$ cat src/rtl/mem_arb_pkg.sv
// Shared types and sizing helpers for the fetch/data memory port arbiter.
package mem_arb_pkg;

    localparam int DEF_ADDR_W = 32;
    localparam int DEF_DATA_W = 32;

    typedef enum logic [1:0] {
        ST_IDLE = 2'd0,
        ST_WAIT = 2'd1,
        ST_RESP = 2'd2
    } arb_state_t;

    typedef enum logic {
        OWN_F = 1'b0,
        OWN_D = 1'b1
    } arb_owner_t;

    // Bits needed to hold values 0..max_val.
    function automatic int cnt_width(input int max_val);
        return $clog2(max_val + 1);
    endfunction

endpackage

$ cat src/rtl/mem_arb_pick.sv
// Winner select: data has priority unless fetch has waited through a full data streak.
module mem_arb_pick
    import mem_arb_pkg::*;
#(
    parameter int MAX_STREAK = 4,
    parameter int STK_W      = 3
) (
    input  logic             f_req,
    input  logic             d_req,
    input  logic [STK_W-1:0] streak,
    output logic             pick_f,
    output logic             pick_d
);

    logic starve_s;

    // Combinational priority decision.
    always_comb begin
        starve_s = f_req && (streak == STK_W'(MAX_STREAK));
        pick_d   = d_req && !starve_s;
        pick_f   = f_req && !pick_d;
    end

endmodule

$ cat src/rtl/mem_port_arbiter.sv
// Single-port memory arbiter between the fetch unit and the load/store unit.
// Optional MEM_ARB_STATS_EN adds saturating grant/stall counters.
module mem_port_arbiter
    import mem_arb_pkg::*;
#(
    parameter int ADDR_W     = DEF_ADDR_W,
    parameter int DATA_W     = DEF_DATA_W,
    parameter int MEM_LAT    = 1,
    parameter int MAX_STREAK = 4
) (
    input  logic              clk,
    input  logic              rst,
    input  logic              f_req,
    input  logic [ADDR_W-1:0] f_addr,
    output logic              f_gnt,
    output logic              f_valid,
    output logic [DATA_W-1:0] f_rdata,
    input  logic              d_req,
    input  logic              d_we,
    input  logic [ADDR_W-1:0] d_addr,
    input  logic [DATA_W-1:0] d_wdata,
    output logic              d_gnt,
    output logic              d_valid,
    output logic [DATA_W-1:0] d_rdata,
    output logic              mem_en,
    output logic              mem_we,
    output logic [ADDR_W-1:0] mem_addr,
    output logic [DATA_W-1:0] mem_wdata,
    input  logic [DATA_W-1:0] mem_rdata,
    output logic [15:0]       stat_f_grants,
    output logic [15:0]       stat_d_grants,
    output logic [15:0]       stat_f_stall
);

    localparam int LAT_W = cnt_width(MEM_LAT);
    localparam int STK_W = cnt_width(MAX_STREAK);
    localparam logic [LAT_W-1:0] LAT_LOAD = LAT_W'(MEM_LAT);
    localparam logic [STK_W-1:0] STK_MAX  = STK_W'(MAX_STREAK);

    arb_state_t       state_r;
    arb_state_t       state_nxt_s;
    arb_owner_t       owner_r;
    logic [LAT_W-1:0] lat_cnt_r;
    logic [STK_W-1:0] streak_r;
    logic             pick_f_s;
    logic             pick_d_s;
    logic             capture_s;

    mem_arb_pick #(
        .MAX_STREAK (MAX_STREAK),
        .STK_W      (STK_W)
    ) u_pick (
        .f_req  (f_req),
        .d_req  (d_req),
        .streak (streak_r),
        .pick_f (pick_f_s),
        .pick_d (pick_d_s)
    );

    // Next-state logic; the enable cycle is not part of the latency count,
    // so the read data is taken MEM_LAT cycles after mem_en.
    always_comb begin
        capture_s   = (state_r == ST_WAIT) && !mem_en && (lat_cnt_r == LAT_W'(1));
        state_nxt_s = state_r;
        case (state_r)
            ST_IDLE: begin
                if (pick_f_s || pick_d_s) begin
                    state_nxt_s = ST_WAIT;
                end else begin
                    state_nxt_s = ST_IDLE;
                end
            end
            ST_WAIT: begin
                if (capture_s) begin
                    state_nxt_s = ST_RESP;
                end else begin
                    state_nxt_s = ST_WAIT;
                end
            end
            ST_RESP: state_nxt_s = ST_IDLE;
            default: state_nxt_s = ST_IDLE;
        endcase
    end

    // State register.
    always_ff @(posedge clk) begin
        if (rst) begin
            state_r <= ST_IDLE;
        end else begin
            state_r <= state_nxt_s;
        end
    end

    // Issue, latency count, response capture and streak tracking.
    always_ff @(posedge clk) begin
        if (rst) begin
            f_gnt     <= 1'b0;
            f_valid   <= 1'b0;
            f_rdata   <= {DATA_W{1'b0}};
            d_gnt     <= 1'b0;
            d_valid   <= 1'b0;
            d_rdata   <= {DATA_W{1'b0}};
            mem_en    <= 1'b0;
            mem_we    <= 1'b0;
            mem_addr  <= {ADDR_W{1'b0}};
            mem_wdata <= {DATA_W{1'b0}};
            owner_r   <= OWN_F;
            lat_cnt_r <= {LAT_W{1'b0}};
            streak_r  <= {STK_W{1'b0}};
        end else begin
            f_gnt   <= 1'b0;
            d_gnt   <= 1'b0;
            f_valid <= 1'b0;
            d_valid <= 1'b0;
            mem_en  <= 1'b0;
            case (state_r)
                ST_IDLE: begin
                    if (pick_d_s) begin
                        mem_en    <= 1'b1;
                        mem_we    <= d_we;
                        mem_addr  <= d_addr;
                        mem_wdata <= d_wdata;
                        d_gnt     <= 1'b1;
                        owner_r   <= OWN_D;
                        lat_cnt_r <= LAT_LOAD;
                        // Only grants that make fetch wait count toward the streak.
                        if (!f_req) begin
                            streak_r <= {STK_W{1'b0}};
                        end else if (streak_r != STK_MAX) begin
                            streak_r <= streak_r + STK_W'(1);
                        end
                    end else if (pick_f_s) begin
                        mem_en    <= 1'b1;
                        mem_we    <= 1'b0;
                        mem_addr  <= f_addr;
                        mem_wdata <= {DATA_W{1'b0}};
                        f_gnt     <= 1'b1;
                        owner_r   <= OWN_F;
                        lat_cnt_r <= LAT_LOAD;
                        streak_r  <= {STK_W{1'b0}};
                    end
                end
                ST_WAIT: begin
                    if (!mem_en) begin
                        lat_cnt_r <= lat_cnt_r - LAT_W'(1);
                    end
                    if (capture_s) begin
                        if (owner_r == OWN_F) begin
                            f_rdata <= mem_rdata;
                            f_valid <= 1'b1;
                        end else begin
                            if (!mem_we) begin
                                d_rdata <= mem_rdata;
                            end
                            d_valid <= 1'b1;
                        end
                    end
                end
                ST_RESP: begin
                    lat_cnt_r <= {LAT_W{1'b0}};
                end
                default: begin
                    lat_cnt_r <= {LAT_W{1'b0}};
                end
            endcase
        end
    end

`ifdef MEM_ARB_STATS_EN
    function automatic logic [15:0] sat_inc(input logic [15:0] v);
        return (v == 16'hFFFF) ? v : v + 16'd1;
    endfunction

    // Saturating grant and fetch-stall counters.
    always_ff @(posedge clk) begin
        if (rst) begin
            stat_f_grants <= 16'h0000;
            stat_d_grants <= 16'h0000;
            stat_f_stall  <= 16'h0000;
        end else begin
            if ((state_r == ST_IDLE) && pick_f_s) begin
                stat_f_grants <= sat_inc(stat_f_grants);
            end
            if ((state_r == ST_IDLE) && pick_d_s) begin
                stat_d_grants <= sat_inc(stat_d_grants);
            end
            if (f_req && !f_valid) begin
                stat_f_stall <= sat_inc(stat_f_stall);
            end
        end
    end
`else
    assign stat_f_grants = 16'h0000;
    assign stat_d_grants = 16'h0000;
    assign stat_f_stall  = 16'h0000;
`endif

endmodule

$ cat config.mk
export PLATFORM = sky130hd
export DESIGN_NAME = mem_port_arbiter
export DESIGN_NICKNAME = d
export VERILOG_FILES = /design/src/rtl/mem_arb_pkg.sv /design/src/rtl/mem_arb_pick.sv /design/src/rtl/mem_port_arbiter.sv
export SDC_FILE = /design/constraint.sdc
export NUM_CORES = 1
export LEC_CHECK = 0
export BUFFER_PORTS_ARGS = -buffer_cell sky130_fd_sc_hd__buf_4
export CAP_MARGIN = 20
export CORE_ASPECT_RATIO = 1.75
export CORE_MARGIN = 2
export CORE_UTILIZATION = 25
export DETAILED_ROUTE_END_ITERATION = 7
export PLACE_DENSITY_LB_ADDON = 0.05
export SETUP_SLACK_MARGIN = 0.4
export SKIP_CTS_REPAIR_TIMING = 1
export SYNTH_ARGS = -nofsm -noshare
export SYNTH_HDL_FRONTEND = slang
export SYNTH_SLANG_ARGS = --single-unit
$ cat constraint.sdc
create_clock -name clk -period 2 [get_ports clk]
set_clock_uncertainty 0.2 [all_clocks]
set_input_delay 0.1 -clock clk [delete_from_list [all_inputs] [get_ports clk]]
set_output_delay 0.1 -clock clk [all_outputs]
set_load 0.05 [all_outputs]
# == After elaboration in Yosys (flattened, before gate mapping) ==
# Cells that the tools add are included.
# word_totals
register_bits,141
input_bits,133
elab_cells,69
# op_classes
n_reduce_logical,19
muxes,23
n_bitwise,5
add_sub_neg,2
n_eq_ne,6
# op_table
operator,count
$mux 32,4
$mux 1,12
$mux 3,4
$ne 3x3->1 const B,2
$reduce_and 3->1,2
$reduce_or 3->1,2
$logic_and 1x1->1,5
$not 1->1,5
$pmux 2 s2,1
$reduce_and 2->1,2
$reduce_and 4->1,1
$add 3x1->3 const B,1
$eq 3x3->1 const B,1
$logic_not 1->1,3
$ne 3x2->1 const B,1
$eq 2x1->1 const B,1
$logic_not 2->1,1
$mux 2,1
$ne 2x2->1 const B,1
$pmux 1 s2,1
$reduce_bool 2->1,1
$reduce_or 2->1,1
$logic_or 1x1->1,1
$sub 1x1->1 const B,1

# == Longest topological paths before layout ==
# Gate-level depths: netlist (run 1).
# depth
ltp_word,9
mapped_depth,7
ltp_nobuf,5

# == Cells and area by module ==
# Synthesis (run 1) repeated with hierarchy kept, for this count alone.
# hier_totals
cells_unflattened,568
hier_area_um2,6004.5
# modules_own_cells
module,cells_per_inst,area_per_inst_um2,n_inst
mem_port_arbiter,564,5972.0,1
mem_arb_pick,4,32.5,1

# == Worst setup path after synthesis (run 1) ==
# OpenSTA, ideal clock, no wires.
# synth_timing
kind,register to register
from,reg mem_en
to,reg f_rdata[11]
slack_ns,0.243
setup_ns,0.070
synth_period_minus_slack_ns,1.757
stages_incl_launch_ff,6
required_ns,1.730
t_arrival_ns,1.486
cell_sequence,dfxtp_1 nand4bb_1 buf_2 buf_2 o21ai_0 a21oi_1
# synth_via
elab_chain_len,4
# synth_lines
element,line_no,source
"start, declared",mem_port_arbiter.sv:25,"output logic mem_en,"
"start signal, assigned",mem_port_arbiter.sv:103,mem_en <= 1'b0;
"start signal, assigned",mem_port_arbiter.sv:115,mem_en <= 1'b0;
"start signal, assigned",mem_port_arbiter.sv:119,mem_en <= 1'b1;
$logic_not 1->1,--,
$logic_and 1x1->1 (2 in series),mem_port_arbiter.sv:63,capture_s = (state_r == ST_WAIT) && !mem_en && (lat_cnt_r == LAT_W'(1));
$reduce_and 3->1 (no source line),--,
"end signal, assigned",mem_port_arbiter.sv:99,f_rdata <= {DATA_W{1'b0}};
"end signal, assigned",mem_port_arbiter.sv:149,f_rdata <= mem_rdata;
"end, declared",mem_port_arbiter.sv:17,"output logic [DATA_W-1:0] f_rdata,"
# No other way between the ends.
# A chain may end at the register's enable or synchronous reset.

# == Worst setup path in the final report (run 1) ==
# layout_timing
from,reg streak_r[0]
to,reg mem_addr[1]
# layout_via
elab_chain_len,8
word_cells_on_any_way,9
# layout_lines
element,line_no,source
"start, declared",mem_port_arbiter.sv:44,logic [STK_W-1:0] streak_r;
"start signal, assigned",mem_port_arbiter.sv:109,streak_r <= {STK_W{1'b0}};
"start signal, assigned",mem_port_arbiter.sv:128,streak_r <= {STK_W{1'b0}};
"start signal, assigned",mem_port_arbiter.sv:130,streak_r <= streak_r + STK_W'(1);
$eq 3x3->1 *,mem_arb_pick.sv:19,starve_s = f_req && (streak == STK_W'(MAX_STREAK));
$logic_and 1x1->1 *,mem_arb_pick.sv:19,
$logic_not 1->1 *,mem_arb_pick.sv:20,pick_d = d_req && !starve_s;
$logic_and 1x1->1 *,mem_arb_pick.sv:20,
$logic_not 1->1,mem_arb_pick.sv:21,pick_f = f_req && !pick_d;
$logic_and 1x1->1,mem_arb_pick.sv:21,
$reduce_bool 2->1 (no source line),--,
$reduce_and 2->1 (no source line),--,
"end signal, assigned",mem_port_arbiter.sv:105,mem_addr <= {ADDR_W{1'b0}};
"end signal, assigned",mem_port_arbiter.sv:121,mem_addr <= d_addr;
"end signal, assigned",mem_port_arbiter.sv:135,mem_addr <= f_addr;
"end, declared",mem_port_arbiter.sv:27,"output logic [ADDR_W-1:0] mem_addr,"
# Mark *: on every way between the ends. The rest lies on a longest branch, timed or not.

==> impl_metrics.env, run 1 <==
export IMPL_clkPwrFrac_pct=36.2
export IMPL_htree_levels=4
export IMPL_cellLeakagePower_nw=4.27
export IMPL_clock_latency_ns=0.42
export IMPL_synth_top_family_by_area="compound AO/OA/AOI/OAI gates"
export IMPL_critPathKind="flip-flop to flip-flop"
export IMPL_status="finished, final reports clean"
export IMPL_ant_nets=0
export IMPL_cts_tree="yes"
export IMPL_pwr_share_comb_pct=26.8
export IMPL_rows=75
export IMPL_p_sw_mw=2.77
export IMPL_firstDrtPassIters=7
export IMPL_end_kind="flip-flop"
export IMPL_min_delay_path_class="input pin to flip-flop"
export IMPL_seq_power_share_pct=37.0
export IMPL_fin_crit_sh_pct=80.7
export IMPL_synth_fa_ha_area_share_pct=0.411
export IMPL_synth_edff_count=0
export IMPL_antennaDiodeCount=0
export IMPL_worst_path_max_fanout=5
export IMPL_drtIter0Drc=316
export IMPL_syn_area_um2=6090
export IMPL_syn_inst=740
export IMPL_synth_xor_area_share_pct=0
export IMPL_gp_congestion=0.744
export IMPL_synth_top_area_share_pct=46.4
export IMPL_setup_tns_final_ns=0
export IMPL_fin_hold_ws_ns=0.0583
export IMPL_place_hpwl_um=16000
export IMPL_drt_wl_total_um=26200
export IMPL_drc=0
export IMPL_ys_flop_type="dfxtp_1"
export IMPL_synth_cell_types=34
export IMPL_yosysWarnings=0
export IMPL_die_height_um=210
export IMPL_grt_pass1_wl_um=35800
export IMPL_worstMarginPinSlew_ns=0.520
export IMPL_cts_sinks=141
export IMPL_setup_viol=0
export IMPL_initial_core_util_pct=25.4
export IMPL_syn_area_per_cell_um2=8.23
export IMPL_internal_power_mw=5.58
export IMPL_viasPerCell=4.82
export IMPL_fmax_mhz=620
export IMPL_synth_compound_area_share_pct=26.9
export IMPL_drive_above_1_share_pct=30.9
export IMPL_antenna_found_initial=0
export IMPL_nets=1242
export IMPL_grt_pass1_vias=6089
export IMPL_power_share_switching_pct=33.2
export IMPL_synth_area_leader_cell="dfxtp_1"
export IMPL_async_flop_share_pct=0
export IMPL_synth_mux_area_share_pct=0
export IMPL_area_growth_pct=69.8
export IMPL_synth_seq_cells=141
export IMPL_fp_coreArea_um2=23900
export IMPL_grt_setup_unrepaired="true"
export IMPL_cts_path_max_buffers=2
export IMPL_ys_seq_area_share_pct=46.4
export IMPL_ir_drop_mv=0.448
export IMPL_io_pins=315
export IMPL_nFillCells=2388
export IMPL_critPathLaunchType="flip-flop"
export IMPL_portBuffers=266
export IMPL_fp_dieW_um=122
export IMPL_cp_arrival_ns=1.74
export IMPL_track_usage_pct=18.2
export IMPL_gr_total_overflow=0
export IMPL_slew_violations=0
export IMPL_pwr_density_cell_nw_per_um2=808
export IMPL_path_clk_slew_ns=0.06
export IMPL_wl_per_cell_um=18.4
export IMPL_grt_max_degree=68
export IMPL_dr_total_vias=6881
export IMPL_cp_data_required_time_ns=2.13
export IMPL_root_buffer="clkbuf_16"
export IMPL_synth_simple_area_share_pct=13.5
export IMPL_cts_buffers=17
export IMPL_synth_area_leaders="dfxtp_1, a21oi_1, nand3_1"
export IMPL_dieArea_um2=25700
export IMPL_maxSlewHeadroom_pct=65.3
export IMPL_max_cap_violations=0
export IMPL_p_total_mw=8.35
export IMPL_finalHoldViolCount=0
export IMPL_period_minus_slack_ns=1.61
[critical path: stages, from the launching register on]
cell and delay, ns:
dfxtp_2 0.32, inv_2 0.07, ha_4 0.15, and3_4 0.28, buf_4 0.15, o21ai_1 0.06, a311oi_1 0.28
[sequential cells by signal (all words and copies together) (netlist names)]
signal     count
mem_addr      32
mem_en         1
state_r        2
f_rdata       32
d_valid        1
mem_we         1
lat_cnt_r      1
f_gnt          1
streak_r       3
mem_wdata     32
d_gnt          1
d_rdata       32
owner_r        1
f_valid        1
[power by group through the flow]
stage          clock [mW]  sequential [mW]  combinational (mW)
3_5_place_dp            0             3.14                2.00
3_3_place_gp            0             3.14                2.01
2_1_floorplan           0             3.66               0.827
5_1_grt              3.25             3.11                2.37
6_report             3.02             3.09                2.24
4_1_cts              3.14             3.08                2.01
[metrics by stage]
| step | cells | util, % | instance area [um2] | worst slack, ns |
|---|---|---|---|---|
| 6_report | 1428 | 43.2 | 10300 | 0.386 |
| 5_1_grt | 1428 | 43.2 | 10300 | 0.298 |
| 3_3_place_gp | 1253 | 34.4 | 8230 | 0.295 |
| 3_5_place_dp | 1253 | 34.4 | 8230 | 0.219 |
| 2_1_floorplan | 787 | - | 6270 | 0.423 |
| 4_1_cts | 1285 | 36.7 | 8780 | 0.205 |
[layer usage]
layer / track usage [%] / share of wire, % / vias up
met2: 31.9 / 54 / 258
li1: - / - / 3315
met3: 4.90 / 6.1 / 31
met4: 7.25 / 2.2 / 0
met5: 0 / 0 / -
met1: 20.6 / 38 / 3277
[cells by family (layout without fill, tap and decap cells)]
family,Yosys count,in the layout
compound gates,301,301
simple gates,157,157
other cells,1,48
fa+ha+maj,2,2
buf+inv,138,471
flops,141,141
[final timing paths]
check	startpoint	cells past startpoint	to	slack, ns
max	streak_r[0]	6	mem_addr[1]	0.39
min	f_req	4	streak_r[2]	0.06
max reg2reg	streak_r[0]	6	mem_addr[1]	0.39
min reg2reg	mem_wdata[6]	2	mem_wdata[6]	0.28
[synth_stat cells, types with 2 or more instances]
library cell,instances
a311oi_1,32
buf_2,30
nand2_1,2
nand3_1,132
buf_4,52
buf_1,7
ha_1,2
o21ai_1,61
inv_1,5
a21oi_1,133
dfxtp_1,141
o21ai_0,71
or2_1,2
buf_6,3
nor2_1,6
nor3_1,4
clkbuf_1,40
[final cells by class]
cell class                 count  area (um2)  area share, %
clock inverter                 7        62.6          0.605
inverter                       6        22.5          0.218
sequential                   141        2830           27.4
multi-input combinational    508        2730           26.4
clock buffer                  25         485           4.70
tap                          308         385           3.73
timing repair buffer         433        3820           37.0
[layout by cell type (no fill, tap or decap), types with 11 or more instances in the layout]
cell	count
conb_1	48
buf_4	281
a21oi_1	133
o21ai_1	74
clkbuf_16	22
a311oi_1	32
dfxtp_1	134
dlygate4sd3_1	134
o21ai_0	58
buf_12	11
nand3_1	131
Power figures use the tool's default switching activity.
==> run 2, diff against run 1 <==
- clock period: 2 -> 1.65 ns (I/O delays scaled with it)
==> impl_metrics.env, run 2 (synthesized netlist as in run 1, its figures left out) <==
export IMPL_status="finished, violations left"
export IMPL_violations="negative hold slack"
export IMPL_grt_pass1_wl_um=35800
export IMPL_setup_viol=0
export IMPL_reg2reg_to="mem_addr[27]"
export IMPL_cp_arrival_ns=1.76
export IMPL_layout_common_cells="buf_4, dlygate4sd3_1, o21ai_1, buf_6, dfxtp_2"
export IMPL_period_minus_slack_ns=1.64
export IMPL_fp_coreArea_um2=23900
export IMPL_finalHoldViolCount=18
export IMPL_slew_violations=0
export IMPL_rows=75
export IMPL_drc=0
export IMPL_firstDrtPassIters=4
export IMPL_fin_crit_sh_pct=99.5
export IMPL_fmax_mhz=609
export IMPL_mostFrequentLayoutCell="buf_4"
export IMPL_critPathKind="flip-flop to flip-flop"
export IMPL_cellLeakagePower_nw=4.69
export IMPL_worst_path_max_fanout=11
export IMPL_grt_max_degree=48
export IMPL_ant_nets=0
export IMPL_ir_drop_mv=0.752
export IMPL_nFillCells=2290
export IMPL_setup_tns_final_ns=0
export IMPL_placed_cells=1261
export IMPL_hold_depth=2
export IMPL_area_growth_pct=103
export IMPL_track_usage_pct=18.0
export IMPL_grt_pass1_vias=6134
export IMPL_grt_setup_unrepaired="true"
export IMPL_cts_buffers=17
export IMPL_drive_above_1_share_pct=54.7
export IMPL_drt_wl_total_um=26200
export IMPL_htree_levels=4
export IMPL_initial_core_util_pct=25.4
export IMPL_critPathLaunchType="flip-flop"
export IMPL_nets=1259
export IMPL_dr_total_vias=6928
export IMPL_final_area_um2=12300
export IMPL_use_met1_pct=21.1
export IMPL_fp_dieW_um=122
export IMPL_dieArea_um2=25700
export IMPL_antenna_found_initial=0
export IMPL_holdPathEnd="d_gnt"
export IMPL_io_pins=315
export IMPL_drtIter0Drc=344
export IMPL_fin_hold_ws_ns=-0.124
export IMPL_portBuffers=266
export IMPL_clock_latency_ns=0.43
export IMPL_end_kind="flip-flop"
export IMPL_min_delay_path_class="input pin to flip-flop"
export IMPL_grt_busiest_layer="met2"
export IMPL_use_met3_pct=4.71
export IMPL_place_area_um2=8610
export IMPL_rrSetupSlack_ns=0.009
export IMPL_gr_total_overflow=0
export IMPL_viasPerCell=4.80
export IMPL_cts_tree="yes"
export IMPL_min_from="rst"
export IMPL_r2r_start="streak_r[0]"
export IMPL_instances_no_fill=1444
export IMPL_die_height_um=210
export IMPL_wl_per_cell_um=18.1
export IMPL_gp_congestion=0.754
export IMPL_place_hpwl_um=15600
export IMPL_grt_use_met2_pct=31.1
export IMPL_cts_sinks=141
export IMPL_r2r_cells=6
export IMPL_cp_data_required_time_ns=1.77
export IMPL_antennaDiodeCount=0
export IMPL_root_buffer="clkbuf_16"
export IMPL_path_clk_slew_ns=0.06
export IMPL_pwr_density_cell_nw_per_um2=902
export IMPL_max_cap_violations=0
export IMPL_cts_path_max_buffers=2
-- run 2: per-stage QoR --
stage	util (%)	setup slack (ns)	power (mW)
3_3_place_gp	36.0	0.0690	6.35
5_1_grt	51.6	-0.0579	11.6
4_1_cts	38.6	0.0463	10.5
2_1_floorplan	-	0.144	5.53
6_report	51.6	0.00862	11.1
3_5_place_dp	36.0	0.0706	6.34
-- run 2: area by class of cell --
| type | instances | area, um2 | share of cell area [%] |
|---|---|---|---|
| inverters | 6 | 22.5 | 0.182 |
| clock buffers | 22 | 494 | 4.00 |
| clock inverters | 9 | 130 | 1.05 |
| multi-input cells | 508 | 3870 | 31.3 |
| flip-flops and latches | 141 | 2940 | 23.8 |
| repair buffers | 450 | 4510 | 36.5 |
| well taps | 308 | 385 | 3.12 |
-- run 2: metal layers --
metal  up-vias  wire length, um
li1       3362                -
met1      3318             9960
met2       212            14400
met3        36             1260
met4         0              533
met5         -                0
-- run 2: how the worst max path moves through the flow --
stage	slack, ns	depth (start not counted)	to	start
final	0.009	6	mem_addr[27]	streak_r[0]
after global routing	-0.06	6	mem_addr[27]	streak_r[1]
after CTS	0.05	4	f_rdata[1]	state_r[0]
after detailed placement	0.07	4	d_rdata[7]	state_r[1]
after global placement	0.07	6	mem_addr[20]	streak_r[0]
after floorplan	0.14	5	f_rdata[11]	mem_en
-- run 2: where the power goes --
group / switching (mW) / internal [mW]
sequential: 0.155 / 3.63
combinational: 1.98 / 1.26
clock: 1.55 / 2.58
-- run 2: critical path, stage by stage (launching register included) --
cell	delay [ns]
dfxtp_2	0.33
inv_2	0.05
ha_4	0.17
nand3_4	0.19
buf_12	0.17
nand3_1	0.08
a311oi_1	0.33
